<file path="config.mk">
export PLATFORM = sky130hd
export DESIGN_NAME = decoder_sel_queue
export DESIGN_NICKNAME = d
export VERILOG_FILES = /design/src/rtl/decoder_sel_queue.sv
export SDC_FILE = /design/constraint.sdc
export NUM_CORES = 1
export LEC_CHECK = 0
export ABC_AREA = 1
export ABC_CLOCK_PERIOD_IN_PS = 2940
export BUFFER_PORTS_ARGS = -buffer_cell sky130_fd_sc_hd__buf_4
export CAP_MARGIN = 10
export CORE_MARGIN = 1
export CORE_UTILIZATION = 54
export DETAILED_ROUTE_END_ITERATION = 8
export PLACE_DENSITY = 0.69
export SYNTH_ARGS = -nofsm -noshare
export SYNTH_HDL_FRONTEND = slang
export SYNTH_SLANG_ARGS = --single-unit
</file>
<file path="constraint.sdc">
create_clock -name clk -period 2.94 [get_ports clk]
set_input_delay 0.588 -clock clk [delete_from_list [all_inputs] [get_ports clk]]
set_output_delay 0.588 -clock clk [all_outputs]
set_load 0.01 [all_outputs]
</file>
<file path="src/rtl/decoder_sel_queue.sv">
`default_nettype none
// ============================================================================
//  Module      : decoder_sel_queue
//  Description : Request queue feeding a binary-to-one-hot decoder. Each
//                queued {index, dwell} selection is held on registered
//                enable/index outputs for dwell+1 cycles, with one
//                enable-low gap between back-to-back selections.
//  Revision    : 1.0  initial release
// ============================================================================
module decoder_sel_queue #(
  parameter int K       = 6,
  parameter int DEPTH   = 4,
  parameter int DWELL_W = 8
) (
  input  logic                     clk,
  input  logic                     rst_n,
  input  logic                     req_valid,
  output logic                     req_ready,
  input  logic [K-1:0]             req_index,
  input  logic [DWELL_W-1:0]       req_dwell,
  input  logic                     flush,
  output logic                     sel_enable,
  output logic [K-1:0]             sel_index,
  output logic                     busy,
  output logic                     done_pulse,
  output logic [$clog2(DEPTH):0]   level
);

  localparam int PW = $clog2(DEPTH);
  localparam int LW = PW + 1;
  localparam int EW = K + DWELL_W;

  localparam logic [LW-1:0]      c_level_full = LW'(DEPTH);
  localparam logic [LW-1:0]      c_level_one  = LW'(1);
  localparam logic [PW-1:0]      c_ptr_one    = PW'(1);
  localparam logic [DWELL_W-1:0] c_dwell_one  = DWELL_W'(1);

  // Reject unsupported depths at elaboration time.
  generate
    if ((DEPTH < 2) || ((DEPTH & (DEPTH - 1)) != 0)) begin : g_depth_check
      $error("decoder_sel_queue: DEPTH must be a power of two and >= 2");
    end
  endgenerate

  typedef enum logic [1:0] {
    ST_IDLE = 2'd0,
    ST_HOLD = 2'd1,
    ST_GAP  = 2'd2
  } state_t;

  state_t              r_state;
  logic [DWELL_W-1:0]  r_count;
  logic [EW-1:0]       r_mem [DEPTH];
  logic [PW-1:0]       r_wr_ptr;
  logic [PW-1:0]       r_rd_ptr;

  logic                w_empty;
  logic                w_full;
  logic                w_push;
  logic                w_pop;
  logic [EW-1:0]       w_head;

  assign w_empty = (level == '0);
  assign w_full  = (level == c_level_full);

  // Only the ready signal is allowed a combinational path from inputs.
  assign req_ready = !w_full && !flush;
  assign w_push    = req_valid && req_ready;

  // IDLE pops whenever something is queued; GAP always pops (the queue is
  // known non-empty there, the empty guard only keeps pointers coherent).
  assign w_pop = !flush && !w_empty &&
                 ((r_state == ST_IDLE) || (r_state == ST_GAP));

  assign w_head = r_mem[r_rd_ptr];

  // Busy looks only at registered state and occupancy.
  assign busy = (r_state != ST_IDLE) || !w_empty;

  // Request storage; contents need no reset since level gates every read.
  always_ff @(posedge clk) begin
    if (w_push) begin
      r_mem[r_wr_ptr] <= {req_index, req_dwell};
    end
  end

  // FIFO pointers and occupancy; flush empties the queue in one edge.
  always_ff @(posedge clk or negedge rst_n) begin
    if (!rst_n) begin
      r_wr_ptr <= '0;
      r_rd_ptr <= '0;
      level    <= '0;
    end else if (flush) begin
      r_wr_ptr <= '0;
      r_rd_ptr <= '0;
      level    <= '0;
    end else begin
      if (w_push) begin
        r_wr_ptr <= r_wr_ptr + c_ptr_one;
      end
      if (w_pop) begin
        r_rd_ptr <= r_rd_ptr + c_ptr_one;
      end
      if (w_push && !w_pop) begin
        level <= level + c_level_one;
      end else if (!w_push && w_pop) begin
        level <= level - c_level_one;
      end
    end
  end

  // Selection sequencer: IDLE -> HOLD (dwell+1 cycles) -> GAP/IDLE,
  // with enable, index and done pulse all driven from registers.
  always_ff @(posedge clk or negedge rst_n) begin
    if (!rst_n) begin
      r_state    <= ST_IDLE;
      r_count    <= '0;
      sel_enable <= 1'b0;
      sel_index  <= '0;
      done_pulse <= 1'b0;
    end else if (flush) begin
      // Aborted hold: no completion pulse, index keeps its last value.
      r_state    <= ST_IDLE;
      r_count    <= '0;
      sel_enable <= 1'b0;
      done_pulse <= 1'b0;
    end else begin
      done_pulse <= 1'b0;
      case (r_state)
        ST_IDLE: begin
          if (w_pop) begin
            sel_index  <= w_head[EW-1:DWELL_W];
            r_count    <= w_head[DWELL_W-1:0];
            sel_enable <= 1'b1;
            r_state    <= ST_HOLD;
          end
        end
        ST_HOLD: begin
          if (r_count == '0) begin
            sel_enable <= 1'b0;
            done_pulse <= 1'b1;
            r_state    <= w_empty ? ST_IDLE : ST_GAP;
          end else begin
            r_count <= r_count - c_dwell_one;
          end
        end
        ST_GAP: begin
          if (w_pop) begin
            sel_index  <= w_head[EW-1:DWELL_W];
            r_count    <= w_head[DWELL_W-1:0];
            sel_enable <= 1'b1;
            r_state    <= ST_HOLD;
          end else begin
            r_state <= ST_IDLE;
          end
        end
        default: begin
          sel_enable <= 1'b0;
          r_state    <= ST_IDLE;
        end
      endcase
    end
  end

endmodule
`default_nettype wire
</file>
==> impl_metrics.py <==
metrics = {
    "run_status": {
        "status": "finished clean",
    },
    "clock_network": {
        "cts_sinks": 81,
        "cts_resized": 0,
        "clk_latency_ns": 0.35,
        "max-clock-path-buffers": 2,
        "cts_buffers": 9,
        "clk_pin_slew_worst_paths_ns": 0.09,
        "h-tree-depth": 3,
        "hold_buffers": 0,
        "cts_tree": "yes",
        "post_cts.repair.setup_buffers": 0,
        "cts_root_buf": "clkbuf_8",
    },
    "drt": {
        "drtAntennaViolNets": 0,
        "firstDrtPassIters": 4,
        "wire_per_inst_um": 15.4,
        "via_count": 2418,
        "drc": 0,
        "wl_mm": 6.92,
        "vias_per_cell": 5.39,
        "drt_iter0_drc": 192,
    },
    "synthesis": {
        "synth.cell_area_mm2": 0.00356,
        "synth_edf_count": 56,
        "yosysSeqAreaShare_pct": 64.9,
        "yosysUniqueCellTypes": 33,
        "postSynthCellCount": 333,
        "yosys_warnings": 0,
        "avgSynthCellArea_um2": 10.7,
        "syn_nets": 358,
        "ys.flop_type": "edfxtp_1",
        "ys_ff_latch": 81,
        "ys_async_sr_fraction_pct": 30.9,
    },
    "sta": {
        "maxSlewHeadroom_pct": 41.7,
        "rsz0062_at_grt": "no",
        "hold_viol": 0,
        "worst_slack_ns": 0.901,
        "fin_crit_ns": 2.04,
        "setup-tns-final_ns": 0,
        "fmax_mhz": 490,
        "slew_violations": 0,
        "skew_ns": 0.00848,
        "setup_viol": 0,
        "tightestPinTransition_ns": 0.874,
        "period_share_pct": 69.4,
    },
    "worst_setup_path": {
        "path_cells": "nor2_4, nand2_4, inv_4, nor2_2, fa_1, xnor2_1, o21bai_1, nand2_1, nand2_1, nand2_1",
        "crit_type": "register to register",
        "max_stage_delay_ns": 0.53,
        "startpoint_type": "register",
        "crit_slowest_cell": "dfrtp_1",
        "crit_path_frequent_cell": "nand2_1",
        "worstPathRequired_ns": 3.17,
        "crit_arrival_ns": 2.27,
        "cp_max_fo": 16,
        "end_kind": "register",
    },
    "place": {
        "io_buffers": 30,
        "gp_congestion": 0.842,
        "place_area_mm2": 0.00385,
        "hpwlAfterDp_mm": 4.38,
        "place_worst_setup_slack_ns": 0.790,
    },
    "pwr": {
        "leakagePower_nw": 1.71,
        "ir_drop_v": 0.000511,
        "powerDensity_mw_per_mm2": 968,
    },
    "grt": {
        "overflow": 0,
        "grt_pass1_vias": 2270,
        "grt_pass1_wl_mm": 11.2,
        "grt_max_degree": 32,
        "antenna_found_initial": 0,
        "grt_use_total_pct": 21.3,
    },
    "layout": {
        "fin_area_mm2": 0.00414,
        "diodes": 0,
        "fin_util_pct": 65.2,
        "nNetsFinal": 392,
        "layout_commonest_cell": "nand2_1",
        "layout_common_cells": "nand2_1 (66), nor2_1 (57), edfxtp_1 (56), buf_4 (36), dfrtp_1 (25)",
        "syn2layout_area_growth_pct": 16.4,
        "drive_gt1_share_pct": 18.5,
    },
    "floorplanning": {
        "num_rows": 29,
        "dieArea_mm2": 0.00691,
        "core_mm2": 0.00635,
        "pin_count": 31,
        "die_w_um": 83.2,
        "die_y_um": 83.2,
        "initial_core_util_pct": 56.0,
    },
    "job": {
        "cap_violations": 0,
    },
    "min_path": {
        "hold_path.class": "input pin to asynchronous set/reset pin",
    },
}
-- path summary, 6_finish.rpt --
| path | cells past startpoint | to | slack [ns] | start |
|---|---|---|---|---|
| max | 10 | level[2] | 0.90 | r_state[0] |
| min | 1 | sel_index[3] | 0.15 | rst_n |
| max reg2reg | 10 | level[2] | 0.90 | r_state[0] |
| min reg2reg | 2 | sel_enable | 0.48 | sel_enable |
| max in group asynchronous | 1 | sel_index[5] | 2.52 | rst_n |
| min in group clk | 1 | r_mem[1][12] | 0.44 | req_index[4] |
-- layer usage --
| layer | wire length, um | share of wire, % | up-vias | GRT usage, % |
|---|---|---|---|---|
| met1 | 3230 | 47 | 1169 | 30.3 |
| met2 | 3340 | 48 | 55 | 33.5 |
| met4 | 77 | 1.1 | 0 | 8.46 |
| met5 | 0 | 0 | - | 0 |
| met3 | 272 | 3.9 | 8 | 2.98 |
| li1 | - | - | 1186 | - |
-- registers in the layout (all words and copies together), names as in the netlist --
| name | flops |
|---|---|
| r_mem | 56 |
| r_count | 8 |
| sel_index | 6 |
| level | 3 |
| r_rd_ptr | 2 |
| r_state | 2 |
| r_wr_ptr | 2 |
| done_pulse | 1 |
| sel_enable | 1 |
-- worst max-delay path, delay by kind of cell (launching register included) --
kind | cells | cell delay (ns)
compound gates | 1 | 0.13
simple gates | 6 | 0.55
xor+xnor | 1 | 0.18
flops | 1 | 0.53
fa+ha+maj | 1 | 0.37
buf+inv | 1 | 0.17
-- area by class of cell --
type	count	area, um2
clock buffer	9	124
sequential	81	2310
clock inverter	7	165
timing repair buffer	36	270
multi-input combinational	217	1090
inverter	22	85.1
fill	485	2210
tap	77	96.3
-- cell usage after synthesis (4+ instances only) --
cell type	n	share of area, %
buf_2	4	0.56
nand3_1	22	3.1
o21ai_0	24	3.4
nand2_1	66	7.0
inv_1	18	1.9
edfxtp_1	56	47
dfrtp_1	25	18
o211ai_1	6	1.3
clkbuf_1	4	0.42
a31oi_1	6	1.1
nor2_2	4	0.70
nor2_1	57	6.0
ha_1	6	2.1
buf_4	5	1.1
-- report_power, final --
part           switching (mW)  internal (mW)  leakage, nW
combinational           0.836          0.493        0.742
clock                   0.402          0.739        0.143
sequential              0.138           1.40        0.825
-- stage by stage --
stage               hold WS [ns]  total power [mW]  std cells
detailed placement         0.469              2.89        433
CTS                        0.151              4.03        449
global route               0.168              4.26        449
finish                     0.149              4.01        449
global placement           0.473              2.86        433
floorplan                  0.292              2.50        333
-- kinds of logic (layout without fill, tap and decap cells) --
| logic type | after synthesis | after routing | share of synthesized area (%) |
|---|---|---|---|
| xor+xnor | 4 | 4 | 0.985 |
| compound gates | 45 | 45 | 7.53 |
| buf+inv | 35 | 74 | 4.43 |
| fa+ha+maj | 7 | 7 | 2.67 |
| simple gates | 161 | 161 | 19.5 |
| flops | 81 | 81 | 64.9 |
(Power assumes the default switching activity.)
